[src/rtl/memcontrol_pkg.sv]
// Shared types for the two-port memory controller and its bench.
package memcontrol_pkg;

   typedef enum logic [2:0] {
      StIdle     = 3'd0,
      StReadReq  = 3'd1,
      StWriteReq = 3'd2,
      StWait     = 3'd3,
      StDone     = 3'd4
   } state_t;

   typedef enum logic {
      GrantInstr = 1'b0,
      GrantData  = 1'b1
   } grant_t;

   // The port that did not win last time; used for round-robin ties.
   function automatic grant_t other_port(grant_t g);
      return (g == GrantInstr) ? GrantData : GrantInstr;
   endfunction

endpackage

[src/rtl/memcontrol_arb_if.sv]
// Fetch port, load/store port and shared bus of the memory controller.
interface memcontrol_arb_if
   import memcontrol_pkg::*;
#(
   parameter int unsigned ADDR_W = 32,
   parameter int unsigned DATA_W = 32
) ();
   logic                  i_req;
   logic [ADDR_W-1:0]     i_addr;
   logic                  i_ready;
   logic                  i_err;
   logic [DATA_W-1:0]     i_rdata;
   logic                  d_read;
   logic                  d_write;
   logic [ADDR_W-1:0]     d_addr;
   logic [DATA_W-1:0]     d_wdata;
   logic [DATA_W/8-1:0]   d_be;
   logic                  d_ready;
   logic                  d_err;
   logic [DATA_W-1:0]     d_rdata;
   logic [ADDR_W-1:0]     bus_addr;
   logic [DATA_W-1:0]     bus_wdata;
   logic [DATA_W/8-1:0]   bus_be;
   logic                  bus_read;
   logic                  bus_write;
   logic [DATA_W-1:0]     bus_rdata;
   logic                  bus_full;
   state_t                state;

   // Environment side: CPU requesters plus the system bus.
   modport master (
      output i_req, i_addr, d_read, d_write, d_addr, d_wdata, d_be, bus_rdata, bus_full,
      input  i_ready, i_err, i_rdata, d_ready, d_err, d_rdata,
      input  bus_addr, bus_wdata, bus_be, bus_read, bus_write, state
   );

   // Controller side.
   modport slave (
      input  i_req, i_addr, d_read, d_write, d_addr, d_wdata, d_be, bus_rdata, bus_full,
      output i_ready, i_err, i_rdata, d_ready, d_err, d_rdata,
      output bus_addr, bus_wdata, bus_be, bus_read, bus_write, state
   );
endinterface

[src/rtl/memcontrol_arbiter.sv]
// Grant selection between fetch and data ports, with the last-grant flop.
module memcontrol_arbiter
   import memcontrol_pkg::*;
#(
   parameter bit DATA_PRIO = 1'b1
) (
   input  logic   clk,
   input  logic   rst,
   input  logic   i_fetch_req,
   input  logic   i_data_rd,
   input  logic   i_data_wr,
   input  logic   i_grant_en,
   output logic   o_valid,
   output grant_t o_grant
);
   grant_t r_last_grant;
   logic   w_data_req;

   assign w_data_req = i_data_rd | i_data_wr;

   // Pick a winner; on a tie either data always wins or the other port wins.
   always_comb begin
      o_valid = i_fetch_req | w_data_req;
      o_grant = GrantInstr;
      if (w_data_req && i_fetch_req) begin
         o_grant = DATA_PRIO ? GrantData : other_port(r_last_grant);
      end else if (w_data_req) begin
         o_grant = GrantData;
      end
   end

   // Remember every grant actually taken.
   always_ff @(posedge clk or posedge rst) begin
      if (rst) begin
         r_last_grant <= GrantInstr;
      end else if (i_grant_en && o_valid) begin
         r_last_grant <= o_grant;
      end
   end
endmodule

[src/rtl/memcontrol_arb.sv]
// Two-port memory controller: arbitrates fetch and load/store onto one bus.
module memcontrol_arb
   import memcontrol_pkg::*;
#(
   parameter int unsigned ADDR_W    = 32,
   parameter int unsigned DATA_W    = 32,
   parameter int unsigned TIMEOUT   = 15,
   parameter bit          DATA_PRIO = 1'b1
) (
   input logic             clk,
   input logic             rst,
   memcontrol_arb_if.slave ctrl
);
   localparam int unsigned     BE_W     = DATA_W / 8;
   localparam int unsigned     CNT_W    = $clog2(TIMEOUT + 1);
   localparam logic [CNT_W-1:0] CNT_LAST = CNT_W'(TIMEOUT - 1);

   state_t              r_state, w_next;
   grant_t              r_cur;
   logic                r_is_read;
   logic                r_err;
   logic [CNT_W-1:0]    r_cnt;
   logic [ADDR_W-1:0]   r_bus_addr;
   logic [DATA_W-1:0]   r_bus_wdata;
   logic [BE_W-1:0]     r_bus_be;
   logic [DATA_W-1:0]   r_i_rdata;
   logic [DATA_W-1:0]   r_d_rdata;
   logic                w_gnt_valid;
   grant_t              w_gnt;
   logic                w_in_idle;
   logic                w_timeout;

   assign w_in_idle = (r_state == StIdle);
   // Last busy cycle allowed in WAIT; the transaction ends with an error.
   assign w_timeout = (r_state == StWait) && ctrl.bus_full && (r_cnt == CNT_LAST);

   memcontrol_arbiter #(
      .DATA_PRIO (DATA_PRIO)
   ) u_arbiter (
      .clk         (clk),
      .rst         (rst),
      .i_fetch_req (ctrl.i_req),
      .i_data_rd   (ctrl.d_read),
      .i_data_wr   (ctrl.d_write),
      .i_grant_en  (w_in_idle),
      .o_valid     (w_gnt_valid),
      .o_grant     (w_gnt)
   );

   // State register.
   always_ff @(posedge clk or posedge rst) begin
      if (rst) r_state <= StIdle;
      else     r_state <= w_next;
   end

   // Next-state logic; stores with no enabled bytes skip the bus entirely.
   always_comb begin
      w_next = r_state;
      unique case (r_state)
         StIdle: begin
            if (w_gnt_valid) begin
               if (w_gnt == GrantInstr || !ctrl.d_write) w_next = StReadReq;
               else if (ctrl.d_be == '0)                w_next = StDone;
               else                                     w_next = StWriteReq;
            end
         end
         StReadReq, StWriteReq: w_next = StWait;
         StWait:                if (!ctrl.bus_full || w_timeout) w_next = StDone;
         StDone:                w_next = StIdle;
         default:               w_next = StIdle;
      endcase
   end

   // Bus latches, wait counter and per-port read data; rdata lands as DONE is entered.
   always_ff @(posedge clk or posedge rst) begin
      if (rst) begin
         r_cur       <= GrantInstr;
         r_is_read   <= 1'b0;
         r_err       <= 1'b0;
         r_cnt       <= '0;
         r_bus_addr  <= '0;
         r_bus_wdata <= '0;
         r_bus_be    <= '0;
         r_i_rdata   <= '0;
         r_d_rdata   <= '0;
      end else begin
         unique case (r_state)
            StIdle: begin
               if (w_gnt_valid) begin
                  r_cur <= w_gnt;
                  r_err <= 1'b0;
                  if (w_gnt == GrantInstr) begin
                     r_bus_addr  <= ctrl.i_addr;
                     r_bus_wdata <= '0;
                     r_bus_be    <= '1;
                     r_is_read   <= 1'b1;
                  end else begin
                     r_bus_addr  <= ctrl.d_addr;
                     r_bus_wdata <= ctrl.d_wdata;
                     r_bus_be    <= ctrl.d_be;
                     r_is_read   <= !ctrl.d_write;
                  end
               end
            end
            StReadReq, StWriteReq: r_cnt <= '0;
            StWait: begin
               if (!ctrl.bus_full) begin
                  if (r_is_read) begin
                     if (r_cur == GrantInstr) r_i_rdata <= ctrl.bus_rdata;
                     else                     r_d_rdata <= ctrl.bus_rdata;
                  end
               end else if (w_timeout) begin
                  r_err <= 1'b1;
                  if (r_is_read) begin
                     if (r_cur == GrantInstr) r_i_rdata <= '0;
                     else                     r_d_rdata <= '0;
                  end
               end else begin
                  r_cnt <= r_cnt + CNT_W'(1);
               end
            end
            default: ;
         endcase
      end
   end

   // Outputs decoded from the registered state.
   always_comb begin
      ctrl.bus_read  = (r_state == StReadReq);
      ctrl.bus_write = (r_state == StWriteReq);
      ctrl.i_ready   = (r_state == StDone) && (r_cur == GrantInstr);
      ctrl.d_ready   = (r_state == StDone) && (r_cur == GrantData);
      ctrl.i_err     = ctrl.i_ready && r_err;
      ctrl.d_err     = ctrl.d_ready && r_err;
      ctrl.bus_addr  = r_bus_addr;
      ctrl.bus_wdata = r_bus_wdata;
      ctrl.bus_be    = r_bus_be;
      ctrl.i_rdata   = r_i_rdata;
      ctrl.d_rdata   = r_d_rdata;
      ctrl.state     = r_state;
   end
endmodule

[src/flat_wrapper.sv]
// flat-port wrapper written by rule: the top's interface ports become plain ports
module memcontrol_arb_flat import memcontrol_pkg::*;
#(
   parameter int unsigned ADDR_W    = 32,
   parameter int unsigned DATA_W    = 32,
   parameter int unsigned TIMEOUT   = 15,
   parameter bit          DATA_PRIO = 1'b1
)
  (clk, rst, ctrl_i_req, ctrl_i_addr, ctrl_d_read, ctrl_d_write, ctrl_d_addr, ctrl_d_wdata, ctrl_d_be, ctrl_bus_rdata, ctrl_bus_full, ctrl_i_ready, ctrl_i_err, ctrl_i_rdata, ctrl_d_ready, ctrl_d_err, ctrl_d_rdata, ctrl_bus_addr, ctrl_bus_wdata, ctrl_bus_be, ctrl_bus_read, ctrl_bus_write, ctrl_state);
  memcontrol_arb_if #(.ADDR_W(ADDR_W), .DATA_W(DATA_W)) ctrl_i ();
  input logic clk;
  input logic rst;
  input wire logic [$bits(ctrl_i.i_req)-1:0] ctrl_i_req;
  input wire logic [$bits(ctrl_i.i_addr)-1:0] ctrl_i_addr;
  input wire logic [$bits(ctrl_i.d_read)-1:0] ctrl_d_read;
  input wire logic [$bits(ctrl_i.d_write)-1:0] ctrl_d_write;
  input wire logic [$bits(ctrl_i.d_addr)-1:0] ctrl_d_addr;
  input wire logic [$bits(ctrl_i.d_wdata)-1:0] ctrl_d_wdata;
  input wire logic [$bits(ctrl_i.d_be)-1:0] ctrl_d_be;
  input wire logic [$bits(ctrl_i.bus_rdata)-1:0] ctrl_bus_rdata;
  input wire logic [$bits(ctrl_i.bus_full)-1:0] ctrl_bus_full;
  output wire logic [$bits(ctrl_i.i_ready)-1:0] ctrl_i_ready;
  output wire logic [$bits(ctrl_i.i_err)-1:0] ctrl_i_err;
  output wire logic [$bits(ctrl_i.i_rdata)-1:0] ctrl_i_rdata;
  output wire logic [$bits(ctrl_i.d_ready)-1:0] ctrl_d_ready;
  output wire logic [$bits(ctrl_i.d_err)-1:0] ctrl_d_err;
  output wire logic [$bits(ctrl_i.d_rdata)-1:0] ctrl_d_rdata;
  output wire logic [$bits(ctrl_i.bus_addr)-1:0] ctrl_bus_addr;
  output wire logic [$bits(ctrl_i.bus_wdata)-1:0] ctrl_bus_wdata;
  output wire logic [$bits(ctrl_i.bus_be)-1:0] ctrl_bus_be;
  output wire logic [$bits(ctrl_i.bus_read)-1:0] ctrl_bus_read;
  output wire logic [$bits(ctrl_i.bus_write)-1:0] ctrl_bus_write;
  output wire logic [$bits(ctrl_i.state)-1:0] ctrl_state;
  assign ctrl_i.i_req = ctrl_i_req;
  assign ctrl_i.i_addr = ctrl_i_addr;
  assign ctrl_i.d_read = ctrl_d_read;
  assign ctrl_i.d_write = ctrl_d_write;
  assign ctrl_i.d_addr = ctrl_d_addr;
  assign ctrl_i.d_wdata = ctrl_d_wdata;
  assign ctrl_i.d_be = ctrl_d_be;
  assign ctrl_i.bus_rdata = ctrl_bus_rdata;
  assign ctrl_i.bus_full = ctrl_bus_full;
  assign ctrl_i_ready = ctrl_i.i_ready;
  assign ctrl_i_err = ctrl_i.i_err;
  assign ctrl_i_rdata = ctrl_i.i_rdata;
  assign ctrl_d_ready = ctrl_i.d_ready;
  assign ctrl_d_err = ctrl_i.d_err;
  assign ctrl_d_rdata = ctrl_i.d_rdata;
  assign ctrl_bus_addr = ctrl_i.bus_addr;
  assign ctrl_bus_wdata = ctrl_i.bus_wdata;
  assign ctrl_bus_be = ctrl_i.bus_be;
  assign ctrl_bus_read = ctrl_i.bus_read;
  assign ctrl_bus_write = ctrl_i.bus_write;
  assign ctrl_state = ctrl_i.state;
  memcontrol_arb #(.ADDR_W(ADDR_W), .DATA_W(DATA_W), .TIMEOUT(TIMEOUT), .DATA_PRIO(DATA_PRIO)) u_core (.clk(clk), .rst(rst), .ctrl(ctrl_i));
endmodule
[config.mk]
export PLATFORM = sky130hd
export DESIGN_NAME = memcontrol_arb_flat
export DESIGN_NICKNAME = d
export VERILOG_FILES = /design/src/rtl/memcontrol_pkg.sv /design/src/rtl/memcontrol_arb_if.sv /design/src/rtl/memcontrol_arbiter.sv /design/src/rtl/memcontrol_arb.sv /design/src/flat_wrapper.sv
export SDC_FILE = /design/constraint.sdc
export NUM_CORES = 1
export LEC_CHECK = 0
export CAP_MARGIN = 20
export CELL_PAD_IN_SITES_DETAIL_PLACEMENT = 1
export CELL_PAD_IN_SITES_GLOBAL_PLACEMENT = 2
export CORE_MARGIN = 2
export CORE_UTILIZATION = 26
export DETAILED_ROUTE_END_ITERATION = 10
export GPL_ROUTABILITY_DRIVEN = 1
export HOLD_SLACK_MARGIN = 0.02
export PLACE_DENSITY_LB_ADDON = 0.1
export SLEW_MARGIN = 0
export SYNTH_ARGS = -nofsm -noshare
export SYNTH_HDL_FRONTEND = slang
export SYNTH_HIERARCHICAL = 1
export SYNTH_SLANG_ARGS = --single-unit
export TNS_END_PERCENT = 20
[constraint.sdc]
create_clock -name clk -period 8.5 [get_ports clk]
set_clock_uncertainty 0.1 [all_clocks]
set_input_delay 1.7 -clock clk [delete_from_list [all_inputs] [get_ports clk]]
set_output_delay 1.7 -clock clk [all_outputs]
set_load 0.02 [all_outputs]
* Word-level counts from Yosys, hierarchy flattened *
Index checks and enable logic that the tools add are counted.

operators by class
  $add $sub $neg = 1
  $mul = 0
  div/mod/pow operators = 0
  magnitude comparators = 0
  equality and inequality tests = 15
  shifts and indexed selects = 0
  muxes and demuxes = 30
  bitwise operators = 4
  reductions and logical operators = 24

operator list
  operator                                                                  number
  32-bit 2-to-1 mux                                                         14
  3-bit 2-to-1 mux                                                          4
  4-bit 2-to-1 mux                                                          3
  6-bit AND reduction                                                       2
  2-bit by 1-bit inequality test with 1-bit output (second input constant)  5
  2-bit inequality test (second input constant)                             5
  3-bit case mux with 3 select lines                                        1
  4-bit case mux with 2 select lines                                        1
  2-bit nonzero test                                                        4
  1-bit logical AND                                                         7
  3-bit by 2-bit == test with 1-bit output (second input constant)          2
  1-bit 2-to-1 mux                                                          6
  4-bit by 1-bit adder with 4-bit output (second input constant)            1
  4-bit == test (second input constant)                                     1
  4-bit zero test                                                           1
  2-bit AND reduction                                                       2
  4-bit AND reduction                                                       1
  3-bit by 1-bit == test with 1-bit output (second input constant)          1
  3-bit == test (second input constant)                                     1
  3-bit zero test                                                           1
  3-bit AND reduction                                                       1
  1-bit zero test                                                           2
  1-bit logical OR                                                          2
  1-bit NOT                                                                 2
  other kinds (3)                                                           4

storage, ports and cells
  bits in registers = 142
  latch bits = 0
  RAM bits = 0
  ROM bits = 0
  input port bits = 138
  output and inout port bits = 141
  logic and storage cells = 84
  memories kept = 0

* Depth between registers and ports, before layout *
Gate-level depths: netlist of the first run.

  word-level depth = 8
  gate-level depth with buffers = 7
  gate-level depth less buffers = 5

* Modules after synthesis *
Netlist of the first run, hierarchy kept.

modules (own cells, without submodules)
  module              times used  cells each  area an instance (sq um)  seq. area each (sq um)
  memcontrol_arb      1           530         5,963.2                   3,553.4
  memcontrol_arbiter  1           2           12.5                      0.0

* Worst setup path after synthesis of the first run *
Ideal clock, no wire load.

  kind = reg2out
  start = register u_core.r_state[0], in the netlist u_core/ctrl.state[0]
  end = output ctrl_i_err
  arrival = 1.543 ns
  required time = 6.700 ns
  setup slack = 5.157 ns
  stages on the path, launching flop included = 5
  buffers on the path = 1
  cell sequence = dfrtp_1 > buf_2 > nor2_1 > nand2_1 > nor3b_1

between the ends
  longest elaborated chain between the ends = 3

ends and longest elaborated chain
  what                      line                   RTL
  start: declaration        memcontrol_arb.sv:18   state_t r_state, w_next;
  start signal: assignment  memcontrol_arb.sv:52   if (rst) r_state <= StIdle;
  start signal: assignment  memcontrol_arb.sv:53   else r_state <= w_next;
  3-bit == test             memcontrol_arb.sv:131  ctrl.i_ready = (r_state == StDone) && (r_cur == GrantInstr);
  1-bit logical AND         memcontrol_arb.sv:131
  1-bit logical AND         memcontrol_arb.sv:133  ctrl.i_err = ctrl.i_ready && r_err;
  end: declaration          flat_wrapper.sv:23     output wire logic [$bits(ctrl_i.i_err)-1:0] ctrl_i_err;

Every way passes these cells.

* Worst setup path in the final report of the first run *
Ends and elaborated chain as after synthesis.

==> results of run 1 <==
[power breakdown]
| part | internal, mW | leakage (nW) | switching (mW) |
|---|---|---|---|
| clock network | 0.454 | 0.300 | 0.322 |
| registers | 0.980 | 1.77 | 0.191 |
| logic | 0.778 | 2.16 | 0.873 |
[path summary, 6_finish.rpt]
path / end / startpoint / cells after the start / slack [ns]
setup / recovery: ctrl_i_err / u_core/ctrl.state[0] / 4 / 4.27
hold / removal: u_core/ctrl.bus_wdata[22] / u_core/ctrl.bus_wdata[22] / 2 / 0.36
setup reg to reg: u_core/ctrl.bus_addr[26] / u_core/ctrl.state[2] / 3 / 6.34
hold reg to reg: u_core/ctrl.bus_wdata[22] / u_core/ctrl.bus_wdata[22] / 2 / 0.36
max in group asynchronous: u_core/ctrl.d_rdata[1] / rst / 4 / 5.56
min in group asynchronous: u_core/ctrl.i_rdata[10] / rst / 2 / 1.65
[sequential cells by signal (all words and copies together), names as in the netlist]
signal,flops
u_core/ctrl.i_rdata,32
u_core/ctrl.bus_addr,32
u_core/ctrl.bus_be,4
u_core/r_cur,1
u_core/r_err,1
u_core/r_cnt,4
u_core/ctrl.bus_wdata,32
u_core/ctrl.state,3
u_core/ctrl.d_rdata,32
u_core/r_is_read,1
[cell type report]
| cell class | instances | share of cell area |
|---|---|---|
| well taps | 285 | 0.0373 |
| flip-flops and latches | 142 | 0.372 |
| repair buffers | 287 | 0.301 |
| multi-input cells | 332 | 0.221 |
| clock inverters | 14 | 0.0182 |
| clock buffers | 18 | 0.0460 |
| inverters | 9 | 0.00406 |
| diodes | 1 | 0.000262 |
[metal layers]
| layer | global-route usage | wire length [µm] | vias to the layer above | share of wire |
|---|---|---|---|---|
| li1 | - | - | 2425 | - |
| met1 | 0.216 | 8730 | 2624 | 0.42 |
| met2 | 0.287 | 10100 | 187 | 0.49 |
| met3 | 0.0564 | 1580 | 20 | 0.076 |
| met4 | 0.0577 | 327 | 0 | 0.016 |
| met5 | 0 | 0 | - | 0 |
[layout by cell type (no fill, tap or decap), drive strengths merged, types with 3 or more instances in the layout]
cell type / count
clkbuf: 18
nor2: 11
mux2i: 32
a31oi: 6
inv: 17
a22o: 18
buf: 9
nor2b: 9
nand4: 3
nand2: 102
and3: 3
a32o: 46
clkdlybuf4s50: 278
nor3b: 3
dfrtp: 142
clkinv: 3
and2: 4
o211ai: 4
nand3: 35
o21ai: 38
[worst register-to-register path, delay by kind of cell (launching register included)]
kind               cells  cell delay, ns
DFF                    1            0.60
AOI/OAI and AO/OA      1            0.12
and+or+nand+nor        2            1.17
[stage by stage]
step / worst slack (ns) / area, µm² / hold slack, ns / instances
after floorplan: 2.89 / 5970 / 0.370 / 531
after detailed placement: 4.33 / 8910 / 0.355 / 1054
final: 4.27 / 9550 / 0.364 / 1088
after CTS: 4.23 / 9520 / 0.369 / 1086
after global routing: 4.05 / 9550 / 0.399 / 1088
after global placement: 4.47 / 8910 / 0.350 / 1054
==> flow_summary.toml, run 1 <==
[synth]
netlist_instances = 531
syn_area_mm2 = 0.00597
synth_nets = 671
yosysWarnings = 6
syn_avg_cell_area_um2 = 11.2

[grt]
grt_pass1_vias = 5717
grt-ovfl-total = 0
grt_pass1_wl_um = 32700
grt_max_degree = 98
antenna_found_initial = 1
grt_use_total = 0.174

[setup_path]
worstPathMaxFanout = 11
crit_family = "simple AND/OR/NAND/NOR gates"
crit_chain = "nor2_1 -> nand2_1 -> nor3b_1 -> clkdlybuf4s50_1"
cp-end-kind = "primary output"
max_stage_delay_ns = 0.67
cp.required_ns = 6.70
cp.arrival_ns = 2.43
crit_buf_inv = 1
start_kind = "flop"
crit_type = "flop to primary output"
cpMaxStageDelayCell = "clkdlybuf4s50_1"

[cts]
holdBufCountCts = 0
htree_levels = 4
cts_tree = "done"
clockRootBuffer = "clkbuf_16"
clk_pin_slew_ns = 0.06
cts.sinks = 142
cts.repair.resized = 0
insertion_delay_ns = 0.41
cts_buffer_depth = 2
cts_buffers = 17
post-cts-setup-buffers = 0

[run]
maxCapViolations = 0

[sta]
tns_ns = 0
finalCritPeriodShare = 0.498
clock.fmax_ghz = 0.236
maxSlewHeadroom = 0.339
finalHoldViolCount = 0
fin_crit_ns = 4.23
worstMarginPinSlew_ns = 0.992
finalSetupViolCount = 0
rsz0062_at_grt = "no"
timing.final.max_slew_violations = 0

[worst_hold_path]
hold_class = "flop to flop"

[outcome]
status = "complete, no violations"

[layout]
fill_cells = 2441
layout-drive-gt1-share = 0.0599
multiInputGateArea_mm2 = 0.00211
fin_nets = 929
seq_area_mm2 = 0.00355
area_growth_syn_to_layout_pct = 59.9
final_util = 0.423

[route]
wl_um = 20700
detail_route.drc_violations = 0
first_iter_violations = 248
routed_via_density = 4.83
vias = 5256
drt_pass1_iterations = 6
wl_per_cell_um = 19.1
antenna_left = 0

[pwr]
leakage_nw = 4.23
power_density_mw_per_mm2 = 377
p_total_mw = 3.60
ir_drop_mv = 0.167

[placement]
place_congestion = 0.723
portBuffers = 278
hpwl_um = 13900

[die]
core.rowCount = 55
die_w_um = 156
start_util = 0.265
coreArea_mm2 = 0.0226
io_pins = 279
die_area_mm2 = 0.0242
dieHeight_um = 156
No activity file was read; power rests on OpenSTA's default activity.
==> inputs of run 2 (changes only) <==
Settings changed: CORE_UTILIZATION 26 to 24.
Clock period 8.5 ns to 4.34 ns, I/O delays scaled along.
==> run 2 against run 1 <==
Effect of this change: via count is 0.82% lower; utilization is 3.1 points lower; hold slack better by 0.0035 ns; global-route usage is 1.3 points lower; combinational power is 96% higher; cell area hardly changed; setup slack worse by 3.3 ns; die area is 8.1% higher; sequential share of layout area hardly changed.
==> flow_summary.toml, run 2 (synthesis gave the netlist of run 1 again) <==
[setup_path]
ff2ff_setup_slack_ns = 1.79
max_stage_delay_ns = 0.68
cp.arrival_ns = 2.45
ff2ff_path_depth = 4
crit_chain = "nor2_1 -> nand2_1 -> nor3b_1 -> clkdlybuf4s50_1"
crit_family = "simple AND/OR/NAND/NOR gates"
crit_buf_inv = 1
start_kind = "flop"
crit_type = "flop to primary output"
reg2reg_from = "u_core/ctrl.state[2]"
r2r_end = "u_core/ctrl.d_rdata[13]"
cp.required_ns = 3.37
cp-end-kind = "primary output"
cpMaxStageDelayCell = "clkdlybuf4s50_1"
worstPathMaxFanout = 11

[die]
dieHeight_um = 162
start_util = 0.245
core.rowCount = 57
die_w_um = 162
io_pins = 279
coreArea_mm2 = 0.0244
die_area_mm2 = 0.0262

[layout]
fill_cells = 2693
layout_common_cells = "278 x clkdlybuf4s50_1, 142 x dfrtp_1, 102 x nand2_1, 46 x a32o_1, 38 x o21ai_0"
area_growth_syn_to_layout_pct = 60.1
final_common_cell = "clkdlybuf4s50_1"
layout-drive-gt1-share = 0.0622
fin_nets = 931
antenna_cells = 0
final_area_mm2 = 0.00956

[cts]
clockRootBuffer = "clkbuf_16"
insertion_delay_ns = 0.41
cts_tree = "done"
cts_buffers = 17
post-cts-setup-buffers = 0
clk_pin_slew_ns = 0.06
cts.repair.resized = 0
cts_buffer_depth = 2
cts.sinks = 142
holdBufCountCts = 0
htree_levels = 4

[route]
wl_per_cell_um = 18.5
first_iter_violations = 218
antenna_left = 0
wl_um = 20900
routed_via_density = 4.62
drt_pass1_iterations = 4
detail_route.drc_violations = 0
vias = 5213

[placement]
portBuffers = 278
place_congestion = 0.735
hpwl_um = 14700
postPlaceCellArea_mm2 = 0.00899

[pwr]
leakage_nw = 4.21
ir_drop_mv = 0.256
p_total_mw = 6.92
power_density_mw_per_mm2 = 724

[worst_hold_path]
hold-path-endpoint = "u_core/ctrl.bus_wdata[15]"
hold_class = "flop to flop"
min_path_cells = 2
min_from = "u_core/ctrl.bus_wdata[15]"

[grt]
grt_pass1_vias = 5817
grt_use_total = 0.161
antenna_found_initial = 0
grt_pass1_wl_um = 32900
grt_max_degree = 98
grt-ovfl-total = 0

[sta]
timing.final.max_slew_violations = 0
finalHoldViolCount = 0
maxSlewHeadroom = 0.291
finalCritPeriodShare = 0.788
fin_crit_ns = 3.42
rsz0062_at_grt = "no"
tns_ns = 0
finalSetupViolCount = 0
clock.fmax_ghz = 0.292
worstMarginPinSlew_ns = 1.06

[outcome]
status = "complete, no violations"

[run]
maxCapViolations = 0
[run 2: cell types whose count changed in the layout (fill, tap and decap cells not counted), sizes merged]
cell      previous run  this run
clkinv               3         5
bufinv               2         0
buf                  9        11
clkbuf              18        20
inv                 17        13
diode                1         0
clkinvlp             1         3
[run 2: through the flow]
step                std cells  hold slack (ns)  setup slack, ns  utilization
CTS                      1128            0.369            0.880        0.392
finish                   1128            0.368            0.918        0.392
detailed placement       1096            0.357             1.09        0.369
global placement         1096            0.350             1.22        0.369
floorplan                 531            0.370             1.59            -
global route             1128            0.392            0.754        0.392
[run 2: worst max path at each step]
stage | startpoint | endpoint | slack, ns | cells after the start
floorplan | rst | u_core/ctrl.bus_addr[0] | 1.59 | 1
global placement | ctrl_d_write | u_core/ctrl.bus_addr[20] | 1.22 | 4
detailed placement | ctrl_d_write | u_core/ctrl.bus_addr[4] | 1.09 | 4
CTS | u_core/ctrl.state[0] | ctrl_i_err | 0.88 | 4
global route | u_core/ctrl.state[0] | ctrl_i_err | 0.75 | 4
finish | u_core/ctrl.state[0] | ctrl_i_err | 0.92 | 4
[run 2: power by group]
part / leakage [nW] / switching [mW] / internal, mW / total [mW]
Combinational: 2.16 / 1.70 / 1.52 / 3.23
Sequential: 1.77 / 0.384 / 1.92 / 2.30
Clock: 0.276 / 0.595 / 0.790 / 1.38
Total: 4.21 / 2.68 / 4.24 / 6.92
[run 2: per-layer routing]
| metal | track usage | part of all wire | up-vias |
|---|---|---|---|
| li1 | - | - | 2423 |
| met1 | 0.194 | 0.42 | 2588 |
| met2 | 0.273 | 0.49 | 179 |
| met3 | 0.0534 | 0.075 | 23 |
| met4 | 0.0527 | 0.018 | 0 |
| met5 | 0 | 0 | - |
[run 2: tightest hold or removal path, stage by stage (launching register included)]
cell,delay [ns]
dfrtp_1,0.34
nand2_1,0.05
nand2_1,0.05
[run 2: area by class of cell]
type                    count  area (µm²)  area share
flip-flops and latches    142        3550       0.372
repair buffers            289        2880       0.301
multi-input cells         332        2110       0.221
clock buffers              20         467      0.0488
well taps                 324         405      0.0424
clock inverters            12         101      0.0106
inverters                   9        37.5     0.00393
==> inputs of run 3 (changes only) <==
Settings changed: CORE_UTILIZATION 24 to 22.
Clock period 4.34 ns to 3 ns, I/O delays scaled along.
==> run 3 against run 2 <==
Effect of this change: sequential power rose by 42%; hold slack worse by 0.0017 ns; sequential cell count is the same; via count is 0.21% higher; register-to-register slack got worse by 0.90 ns; non-clock buffer count rose by 4; power rose by 48%; critical path type unchanged; highest routed layer unchanged.
==> flow_summary.toml, run 3 (synthesis gave the netlist of run 1 again) <==
[die]
coreArea_mm2 = 0.0268
io_pins = 279
die_w_um = 169
start_util = 0.223
core.rowCount = 60
die_area_mm2 = 0.0285
dieHeight_um = 169

[cts]
cts.sinks = 142
clockRootBuffer = "clkbuf_16"
cts_buffers = 17
cts_buffer_depth = 2
cts_tree = "done"
clk_pin_slew_ns = 0.06
htree_levels = 4
holdBufCountCts = 0
post-cts-setup-buffers = 0
cts.repair.resized = 0
insertion_delay_ns = 0.42

[route]
vias = 5224
wl_per_cell_um = 18.6
drt_pass1_iterations = 4
antenna_left = 0
first_iter_violations = 216
routed_via_density = 4.54
detail_route.drc_violations = 0
wl_um = 21400

[sta]
timing.final.max_slew_violations = 0
rsz0062_at_grt = "no"
clock.fmax_ghz = 0.363
worstMarginPinSlew_ns = 0.561
finalSetupViolCount = 0
fin_crit_ns = 2.76
finalHoldViolCount = 0
tns_ns = 0
finalCritPeriodShare = 0.919
maxSlewHeadroom = 0.623

[layout]
final_area_mm2 = 0.00968
layout_common_cells = "278 x clkdlybuf4s50_1, 142 x dfrtp_1, 102 x nand2_1, 46 x a32o_1, 38 x o21ai_0"
layout-drive-gt1-share = 0.0668
fill_cells = 2912
area_growth_syn_to_layout_pct = 62.1
final_common_cell = "clkdlybuf4s50_1"
final_util = 0.361
fin_nets = 935

[setup_path]
cpMaxStageDelayCell = "clkdlybuf4s50_1"
ff2ff_path_depth = 5
max_stage_delay_ns = 0.67
cp.required_ns = 2.30
crit_type = "flop to primary output"
start_kind = "flop"
worstPathMaxFanout = 3
cp.arrival_ns = 2.06
cp-end-kind = "primary output"
crit_chain = "nor2_1 -> nand2_1 -> nor3b_1 -> clkdlybuf4s50_1"

[grt]
met1_usage = 0.184
grt_use_total = 0.151
met2_usage = 0.255
top_usage_layer = "met2"
antenna_found_initial = 1
grt_max_degree = 83
grt_pass1_vias = 5751
grtUsageMet3 = 0.0524
grt_pass1_wl_um = 33300
grt-ovfl-total = 0

[pwr]
ir_drop_mv = 0.354
power_density_mw_per_mm2 = 1060
leakage_nw = 4.26

[outcome]
status = "complete, no violations"

[placement]
portBuffers = 278
place_congestion = 0.714
hpwl_um = 14900
postPlaceCellArea_mm2 = 0.00908

[run]
maxCapViolations = 0

[worst_hold_path]
hold_class = "flop to flop"
min_path_cells = 2
-- run 3: changes by cell type in the layout (fill, tap and decap cells not counted), sizes merged --
cell	change
clkinv	-4
diode	+1
inv	+4
bufinv	+2
clkinvlp	+1
clkbuf	-3
buf	+4
-- run 3: power by group --
part	total, mW	switching (mW)	internal, mW	leakage [nW]
Combinational	4.78	2.53	2.25	2.20
Clock	2.18	0.924	1.26	0.286
Sequential	3.27	0.496	2.78	1.77
Total	10.2	3.95	6.28	4.26
-- run 3: routing by layer --
metal / wire length, µm / up-vias
met3: 1540 / 12
met2: 10300 / 178
li1: - / 2440
met1: 9320 / 2594
met4: 238 / 0
met5: 0 / -
-- run 3: cell type report --
cell class / instances / area (µm²) / share of cell area
well taps: 341 / 427 / 0.0441
diodes: 1 / 2.50 / 0.000258
clock inverters: 15 / 175 / 0.0181
repair buffers: 293 / 2950 / 0.304
flip-flops and latches: 142 / 3550 / 0.367
clock buffers: 17 / 425 / 0.0439
multi-input cells: 332 / 2110 / 0.218
inverters: 9 / 37.5 / 0.00388
-- run 3: worst paths after layout --
kind	start	endpoint	slack [ns]
worst max-delay path	u_core/ctrl.state[0]	ctrl_i_err	0.24
worst min-delay path	u_core/ctrl.bus_wdata[19]	u_core/ctrl.bus_wdata[19]	0.37
worst max register to register	u_core/ctrl.state[2]	u_core/ctrl.bus_addr[19]	0.89
worst min register to register	u_core/ctrl.bus_wdata[19]	u_core/ctrl.bus_wdata[19]	0.37
max in group asynchronous	rst	u_core/ctrl.bus_wdata[0]	1.84
min in group asynchronous	rst	u_core/ctrl.i_rdata[2]	0.55
-- run 3: metrics by stage --
| step | setup slack, ns | std cells | total power [mW] | hold slack [ns] |
|---|---|---|---|---|
| after CTS | 0.172 | 1149 | 10.4 | 0.370 |
| after detailed placement | 0.345 | 1117 | 8.18 | 0.356 |
| after global routing | 0.0725 | 1149 | 10.9 | 0.393 |
| after global placement | 0.374 | 1117 | 8.04 | 0.349 |
| after floorplan | 0.523 | 531 | 5.72 | 0.370 |
| final | 0.243 | 1150 | 10.2 | 0.366 |
-- run 3: critical path, delay by kind of cell, from the launching register on --
family,cells,cell delay (ns)
buf+inv,1,0.67
flops,1,0.38
simple gates,3,0.60
